[config.mk]
export PLATFORM = sky130hd
export DESIGN_NAME = count_arbiter
export DESIGN_NICKNAME = d
export VERILOG_FILES = /design/src/rtl/count_arbiter_pkg.sv /design/src/rtl/count_arbiter_rr_pick.sv /design/src/rtl/count_arbiter.sv
export SDC_FILE = /design/constraint.sdc
export NUM_CORES = 1
export LEC_CHECK = 0
export BUFFER_PORTS_ARGS = -buffer_cell sky130_fd_sc_hd__buf_4
export CORE_MARGIN = 5
export CORE_UTILIZATION = 56
export CTS_CLUSTER_SIZE = 30
export DETAILED_ROUTE_END_ITERATION = 6
export HOLD_SLACK_MARGIN = 0.02
export PLACE_DENSITY = 0.95
export SLEW_MARGIN = 25
export SYNTH_ARGS = -nofsm -noshare
export SYNTH_HDL_FRONTEND = slang
export SYNTH_SLANG_ARGS = --single-unit
[constraint.sdc]
create_clock -name clk -period 4.94 [get_ports clk]
set_clock_uncertainty 0.1 [all_clocks]
set_input_delay 0.494 -clock clk [delete_from_list [all_inputs] [get_ports clk]]
set_output_delay 0.494 -clock clk [all_outputs]
set_load 0.005 [all_outputs]
[src/rtl/count_arbiter_pkg.sv]
// Shared types and helpers for the round-robin counter arbiter.
package count_arbiter_pkg;

  localparam int DEF_WIDTH = 8;
  localparam int DEF_NREQ  = 4;

  typedef enum logic [1:0] {
    ST_IDLE = 2'd0,
    ST_RUN  = 2'd1,
    ST_DONE = 2'd2
  } arb_state_t;

  // Callers narrow the result to their requester count (up to 32).
  function automatic logic [31:0] onehot(input int idx);
    return 32'd1 << idx;
  endfunction

endpackage

[src/rtl/count_arbiter_rr_pick.sv]
// Combinational round-robin search: first set request above the last owner, wrapping.
module rr_pick
  import count_arbiter_pkg::*;
#(
  parameter int NREQ = DEF_NREQ,
  parameter int IW   = (NREQ > 1) ? $clog2(NREQ) : 1
) (
  input  logic [NREQ-1:0] i_req,
  input  logic [IW-1:0]   i_last,
  output logic [IW-1:0]   o_winner,
  output logic            o_any
);

  always_comb begin
    logic [IW-1:0] w_cand;
    o_any    = 1'b0;
    o_winner = '0;
    w_cand   = '0;
    // Offset 1 is the highest priority, offset NREQ is the previous owner itself.
    for (int i = 1; i <= NREQ; i++) begin
      w_cand = IW'((int'(i_last) + i) % NREQ);
      if (!o_any && i_req[w_cand]) begin
        o_any    = 1'b1;
        o_winner = w_cand;
      end
    end
  end

endmodule

[src/rtl/count_arbiter.sv]
// Round-robin sequencer granting one shared up-counter to NREQ requesters.
//
// state   | meaning
// IDLE    | no owner; arbitrate pending requests
// RUN     | counter owned by r_winner, counting up to r_tgt
// DONE    | run reached its length; done pulse, grant still held
module count_arbiter
  import count_arbiter_pkg::*;
#(
  parameter int NREQ  = DEF_NREQ,
  parameter int WIDTH = DEF_WIDTH
) (
  input  logic                  clk,
  input  logic                  reset,
  input  logic [NREQ-1:0]       req,
  input  logic [NREQ*WIDTH-1:0] len,
  output logic [NREQ-1:0]       grant,
  output logic [WIDTH-1:0]      count,
  output logic                  done,
  output logic                  aborted,
  output logic                  busy
);

  localparam int IW = (NREQ > 1) ? $clog2(NREQ) : 1;

  arb_state_t        r_state;
  logic [NREQ-1:0]   r_grant;
  logic [WIDTH-1:0]  r_count;
  logic [WIDTH-1:0]  r_tgt;
  logic [IW-1:0]     r_last;
  logic [IW-1:0]     r_winner;
  logic              r_done;
  logic              r_aborted;

  logic [IW-1:0]     w_pick;
  logic              w_any;
  logic [WIDTH-1:0]  w_len;
  logic [WIDTH-1:0]  w_count_inc;

  rr_pick #(
    .NREQ (NREQ),
    .IW   (IW)
  ) u_pick (
    .i_req    (req),
    .i_last   (r_last),
    .o_winner (w_pick),
    .o_any    (w_any)
  );

  assign w_len       = len[int'(w_pick)*WIDTH +: WIDTH];
  assign w_count_inc = r_count + WIDTH'(1);

  always_ff @(posedge clk or posedge reset) begin
    if (reset) begin
      r_state   <= ST_IDLE;
      r_grant   <= '0;
      r_count   <= '0;
      r_tgt     <= '0;
      r_last    <= IW'(NREQ-1);
      r_winner  <= '0;
      r_done    <= 1'b0;
      r_aborted <= 1'b0;
    end else begin
      r_done    <= 1'b0;
      r_aborted <= 1'b0;
      case (r_state)
        ST_IDLE: begin
          if (w_any) begin
            r_winner <= w_pick;
            r_tgt    <= w_len;
            r_grant  <= NREQ'(onehot(int'(w_pick)));
            r_count  <= '0;
            if (w_len == '0) begin
              r_state <= ST_DONE;
              r_done  <= 1'b1;
            end else begin
              r_state <= ST_RUN;
            end
          end
        end
        ST_RUN: begin
          // A dropped request cancels the run; the counter freezes where it was.
          if (!req[r_winner]) begin
            r_state   <= ST_IDLE;
            r_grant   <= '0;
            r_aborted <= 1'b1;
            r_last    <= r_winner;
          end else begin
            r_count <= w_count_inc;
            if (w_count_inc == r_tgt) begin
              r_state <= ST_DONE;
              r_done  <= 1'b1;
            end
          end
        end
        ST_DONE: begin
          r_state <= ST_IDLE;
          r_grant <= '0;
          r_last  <= r_winner;
        end
        default: begin
          r_state <= ST_IDLE;
          r_grant <= '0;
        end
      endcase
    end
  end

  assign grant   = r_grant;
  assign count   = r_count;
  assign done    = r_done;
  assign aborted = r_aborted;
  assign busy    = (r_state != ST_IDLE);

endmodule

==> qor.yml, run 1 <==
htreeDepth: 1
grt_antenna_before_repair: 0
vias: 1916
pin_count: 53
ys_seq_elements: 28
fillCellCount: 271
fin_crit_ns: 3.20
status: "finished, final reports clean"
multiInputGateArea_um2: 1050
num_rows: 21
r2r_start: "r_last[0]"
hold_viol_final: 0
period_share: 0.648
ant_nets: 0
wl_per_cell_um: 15.6
layout-drive-gt1-share: 0.242
async_reset_ff_frac: 1.00
numCtsBuffers: 3
grt-ovfl-total: 0
routed_wl_um: 4770
cp.arrival_ns: 3.32
drt-initial-drc-count: 136
syn-cell-area_um2: 1930
dieHeight_um: 68.6
reg2reg_depth: 6
layout_common_cells: "buf_4 (52), dfrtp_1 (26), nand2_1 (24)"
ctsResizeCount: 0
synth_edf_count: 0
insertion_delay_ns: 0.34
post-dp-hpwl_um: 3680
first_pass_iters: 5
synthesis.nets: 257
die-area_um2: 4710
seq_area_frac_synth: 0.365
finalPower_w: 0.00107
clock_path_buffers: 2
place_congestion: 0.916
slew_headroom: 0.494
cp-end-kind: "flip-flop"
io_buffers: 52
seq_area_um2: 703
diodes: 0
grt_max_degree: 29
post_cts_buffers: 0
regToRegEndpoint: "r_state[0]"
die_w_um: 68.6
vdd_drop_max_mv: 0.207
cts.hold.buffers_added: 0
clkTransAtPathRegs_ns: 0.15
maxCapViolations: 0
hold_class: "in -> async"
setup_viol: 0
cts_tree: "built"
final_common_cell: "buf_4"
core_region_area_um2: 3340
max_freq_ghz: 0.312
reg2reg_slack_ns: 1.74
clock-sinks: 28
drc: 0
cts_root_buf: "clkbuf_4"
rsz0062_at_grt: "false"
yosysWarnings: 0
synth.distinct_cells: 42
power_density_nw_per_um2: 464
slew_viol_final: 0
worst_slew_pin_slew_ns: 0.758
synth_flop_cell: "dfrtp_1"
syn_inst: 218
path_max_fanout: 18
cp-start-kind: "flip-flop"
grtUsageTotal: 0.218
cp_data_required_time_ns: 5.06
start_util: 0.577
setup_tns_ns: 0
syn_to_final_growth_pct: 20.3
worstSetupPathType: "reg -> reg"
grt_pass1_vias: 1765
postSynthAreaPerCell_um2: 8.83
grt_pass1_wl_um: 7870
nets: 300
viasPerCell: 6.26
leakage_nw: 1.05
==> Yosys cell counts, types with 2 or more instances <==
library cell   n  area, um^2
and2_1         2        12.5
clkbuf_1       9        33.8
a221oi_1       9        78.8
a2111oi_0      2        17.5
mux2i_1        2        20.0
dfrtp_1       26         651
xnor2_1        9        78.8
o22ai_1        7        43.8
a21o_1         3        22.5
inv_1         23        86.3
nor3_1         2        10.0
buf_6          4        45.0
a22o_1         4        35.0
a31oi_1        2        12.5
o31ai_1       12        90.1
o21ai_1        4        20.0
dfstp_2        2        52.6
nor2_1        10        37.5
nand2_1       24        90.1
nand3_1        6        30.0
o21ai_0       10        50.1
a311oi_1      16         140
xor2_1         2        17.5
o21a_1         2        15.0
nand4_1        2        12.5
a2111oi_1      6        60.1
a21oi_1        3        15.0
==> flip-flops by register name (all words and copies together) (netlist names) <==
register  count
r_tgt         8
grant         4
r_state       2
r_winner      2
r_last        2
count         8
aborted       1
done          1
==> worst max path at each step <==
stage               from          to  slack, ns  cells past startpoint
2_1_floorplan  r_last[1]  r_state[0]       2.24                      9
3_3_place_gp      req[0]  r_state[0]       1.96                      7
3_5_place_dp      req[0]  r_state[0]       1.84                      7
4_1_cts        r_last[0]  r_state[0]       1.83                      6
5_1_grt        r_last[0]  r_state[0]       1.52                      6
6_report       r_last[0]  r_state[0]       1.74                      6
==> final cells by class <==
cell class,count,area share
inverter,23,0.0373
tap,46,0.0248
sequential,28,0.303
multi-input combinational,153,0.455
clock buffer,4,0.0113
timing repair buffer,52,0.168
==> critical path, cell delays in order, from the launching register on <==
cell and delay, ns:
dfstp_2 0.59, nand2b_1 0.36, a31o_4 0.45, a2111oi_0 0.69
o22ai_1 0.18, or4_4 0.46, a32o_1 0.27
==> where the power goes <==
group	leakage, nW	switching (W)	total (W)	internal, W
registers	0.358	0.0000727	0.000389	0.000316
logic	0.678	0.000338	0.000589	0.000252
clock network	0.0150	0.0000652	0.0000969	0.0000317
total	1.05	0.000475	0.00107	0.000600
==> layer usage <==
layer	global-route usage	part of all wire
met1	0.294	0.43
met2	0.342	0.44
met3	0.0405	0.094
met4	0.0918	0.028
met5	0	0
==> through the flow <==
stage / worst slack, ns / cell area [um^2] / instances / util / hold WS (ns)
finish: 1.74 / 2320 / 306 / 0.694 / 0.0897
detailed placement: 1.84 / 2290 / 302 / 0.687 / 0.377
global placement: 1.96 / 2290 / 302 / 0.687 / 0.373
CTS: 1.83 / 2320 / 306 / 0.694 / 0.328
global route: 1.52 / 2320 / 306 / 0.694 / 0.140
floorplan: 2.24 / 1930 / 218 / - / 0.368
==> kinds of logic after synthesis <==
| logic type | share of synthesized area |
|---|---|
| AOI/OAI and AO/OA | 0.330 |
| and+or+nand+nor | 0.133 |
| buffers and inverters | 0.0877 |
| DFF | 0.365 |
| xor gates and xnor gates | 0.0500 |
| muxes | 0.0279 |
| adders and majority gates | 0.00650 |
(Power assumes the default switching activity.)
==> run 2: changes to the inputs <==
Settings changed: ABC_AREA set to 1, CORE_UTILIZATION 56 to 48, PLACE_DENSITY 0.95 to 0.87.
Clock period 4.94 ns to 2.8 ns, I/O delays scaled along.
==> run 2 against run 1 <==
Effect of this change:
- first-iteration DRC count fell by 32%
- clock power grew 130%
- sequential cell count did not move
- area after synthesis increased by 3.1%
- combinational power rose to 3.9 times the previous value
- non-clock buffer count up 8
- largest cell class unchanged
- cell count grew 30%
- sequential share of layout area is 2.0 points lower
==> qor.yml, run 2 <==
grt_max_degree: 29  # unchanged
hold_class: "in -> reg"
viasPerCell: 5.10  # -19%
yosys.area.top_type: "dfrtp_1"
path_cells: "inv_6 -> nand2_2 -> nand2_2 -> nand2_1 -> nand2_1 -> nor2_4 -> nand3_4 -> nand3_4 -> buf_4 -> nand2_2 -> nand2_1 -> nand2_1 -> nand2_1 -> nor2_1 -> nand2_1 -> nor2_1 -> nand2_1 -> nand2_1"
place_congestion: 0.900  # -1.8%
diodes: 0  # unchanged
synth.distinct_cells: 29  # -31%
layout-drive-gt1-share: 0.255  # +0.0127
drt-initial-drc-count: 92  # -32%
worstSetupPathType: "reg -> reg"
met3_usage: 0.0243  # -0.0162
grt_use_met1: 0.257  # -0.0370
path_max_fanout: 16  # -2
seq_area_frac_synth: 0.354  # -0.0108
rsz0062_at_grt: "false"
die-area_um2: 5520  # +17%
vias: 2033  # +6.1%
cp_slowest_cell: "dfstp_2"
setup_tns_ns: 0  # unchanged
cp-start-kind: "flip-flop"
grt_pass1_wl_um: 8110  # +3.0%
crit_path_frequent_cell: "nand2_1"
reg2reg_slack_ns: 0.31  # -1.43 ns
synth_flop_cell: "dfrtp_1"
stdcell_area_um2: 2480  # +7.2%
start_util: 0.496  # -0.0810
period_share: 0.890  # +0.242
die_w_um: 74.3  # +8.2%
dieHeight_um: 74.3  # +8.2%
syn-cell-area_um2: 1980  # +3.1%
crit_buf_inv: 2  # +2
cp_data_required_time_ns: 2.86  # -2.20 ns
worst_slew_pin_slew_ns: 0.572  # -0.185 ns
grt_pass1_vias: 1890  # +7.1%
synthTopCellsByArea: "dfrtp_1 (33%), nand2_1 (22%), nand3_1 (6.6%), nand2_2 (4.7%), inv_1 (4.5%)"
yosysMostFrequentCell: "nand2_1"
slew_headroom: 0.618  # +0.124
cpLargestDelayFamily: "simple AND/OR/NAND/NOR gates"
switching_share: 0.526  # +0.0833
routed_wl_um: 4890  # +2.5%
clock_path_buffers: 2  # unchanged
max_freq_ghz: 0.401  # +28%
grt-ovfl-total: 0  # unchanged
layout_common_cells: "nand2_1 (118), buf_4 (59), nand3_1 (26), dfrtp_1 (26), inv_1 (23)"
power_frac_seq: 0.219  # -0.143
first_pass_iters: 4  # -1
p_int_w: 0.00152  # +150%
synth_edf_count: 0  # unchanged
htreeDepth: 1  # unchanged
insertion_delay_ns: 0.27  # -0.07 ns
netlist.area_leader.share: 0.328  # -0.0100
post-dp-hpwl_um: 3860  # +4.7%
grt_busiest_layer: "met2"
critical-path-max-stage-delay_ns: 0.67  # -0.02 ns
cp.arrival_ns: 2.56  # -0.76 ns
cts_tree: "built"
cts_root_buf: "clkbuf_8"
ant_nets: 0  # unchanged
grtUsageTotal: 0.183  # -0.0356
fin_crit_ns: 2.49  # -0.708 ns
final_common_cell: "nand2_1"
core_region_area_um2: 4000  # +20%
switchingPower_w: 0.00168  # +250%
leakage_nw: 1.34  # +27%
synthesis.nets: 331  # +29%
slew_viol_final: 0  # unchanged
clock-sinks: 28  # unchanged
synthTopCellsByCount: "nand2_1 (118), dfrtp_1 (26), nand3_1 (26)"
ys_seq_elements: 28  # unchanged
drc: 0  # unchanged
grt_antenna_before_repair: 0  # unchanged
combPwrFrac: 0.711  # +0.163
grt.met2_usage: 0.295  # -0.0468
pin_count: 53  # unchanged
clkTransAtPathRegs_ns: 0.09  # -0.06 ns
num_rows: 23  # +9.5%
async_reset_ff_frac: 1.00  # unchanged
io_buffers: 52  # unchanged
wl_per_cell_um: 12.3  # -21%
syn_to_final_growth_pct: 25.2
placed_area_um2: 2390  # +4.4%
numCtsBuffers: 3  # unchanged
postSynthAreaPerCell_um2: 6.80  # -23%
power_density_nw_per_um2: 1290  # +180%
syn_inst: 292  # +34%
cp-end-kind: "flip-flop"
yosysWarnings: 0  # unchanged
setup_viol: 0  # unchanged
vdd_drop_max_mv: 0.777  # +280%
status: "finished, final reports clean"
finalPower_w: 0.00319  # +200%
nets: 389  # +30%
hold_viol_final: 0  # unchanged
p_clk_frac: 0.070  # -0.020
maxCapViolations: 0  # unchanged
## run 2: cell count changes after synthesis, sizes merged, moves of 11 or more
| cell | change |
|---|---|
| nand3 | +22 |
| nand2 | +109 |
| a311oi | -16 |
| o31ai | -11 |
## run 2: power by group through the flow
stage,registers [W],clock network [W],logic [W]
2_1_floorplan,0.000657,0,0.00176
3_3_place_gp,0.000696,0,0.00205
3_5_place_dp,0.000706,0,0.00211
4_1_cts,0.000698,0.000230,0.00212
5_1_grt,0.000717,0.000242,0.00258
6_report,0.000699,0.000225,0.00227
## run 2: worst paths after layout
check / startpoint / endpoint / cells after the start
setup / recovery: r_last[0] / r_state[1] / 18
hold / removal: len[18] / r_tgt[2] / 5
setup reg to reg: r_last[0] / r_state[1] / 18
hold reg to reg: grant[3] / grant[3] / 1
max in group asynchronous: reset / r_state[1] / 3
min in group asynchronous: reset / count[5] / 3
## run 2: layout make-up
class | count | area [um^2]
tap | 50 | 62.6
inverter | 28 | 110
multi-input combinational | 229 | 1110
fill | 364 | 1520
sequential | 28 | 703
clock buffer | 4 | 45.0
timing repair buffer | 60 | 453
## run 2: routing by layer
| metal | wire, um | part of all wire | up-vias |
|---|---|---|---|
| met2 | 2240 | 0.46 | 61 |
| met3 | 336 | 0.069 | 6 |
| li1 | - | - | 1051 |
| met4 | 42 | 0.0086 | 0 |
| met5 | 0 | 0 | - |
| met1 | 2270 | 0.46 | 915 |
## run 2: cells by family after synthesis
family,share of synthesized area
simple gates,0.411
flops,0.354
xor+xnor,0.0309
compound gates,0.112
fa+ha+maj,0.00630
buf+inv,0.0857
## run 2: per-stage QoR
step | hold WS [ns] | worst slack (ns) | std cells | utilization
final | 0.275 | 0.308 | 399 | 0.621
after detailed placement | 0.396 | 0.288 | 389 | 0.598
after floorplan | 0.244 | 0.626 | 292 | -
after CTS | 0.201 | 0.228 | 393 | 0.609
after global routing | 0.315 | 0.0940 | 399 | 0.621
after global placement | 0.395 | 0.377 | 389 | 0.598
## run 2: timing repair
item,in CTS,in global routing
hold buffers,0,1
setup buffers,0,5
endpoints found under the hold margin,0,26
setup endpoints to repair,0,3
resized for setup,0,1
## run 2: worst register-to-register path, cell delays in order, from the launching register on
cell	delay, ns
dfstp_2	0.67
inv_6	0.08
nand2_2	0.08
nand2_2	0.06
nand2_1	0.07
nand2_1	0.09
nor2_4	0.16
nand3_4	0.18
nand3_4	0.18
buf_4	0.17
nand2_2	0.05
nand2_1	0.05
nand2_1	0.05
nand2_1	0.11
nor2_1	0.05
nand2_1	0.07
nor2_1	0.04
nand2_1	0.07
nand2_1	0.06
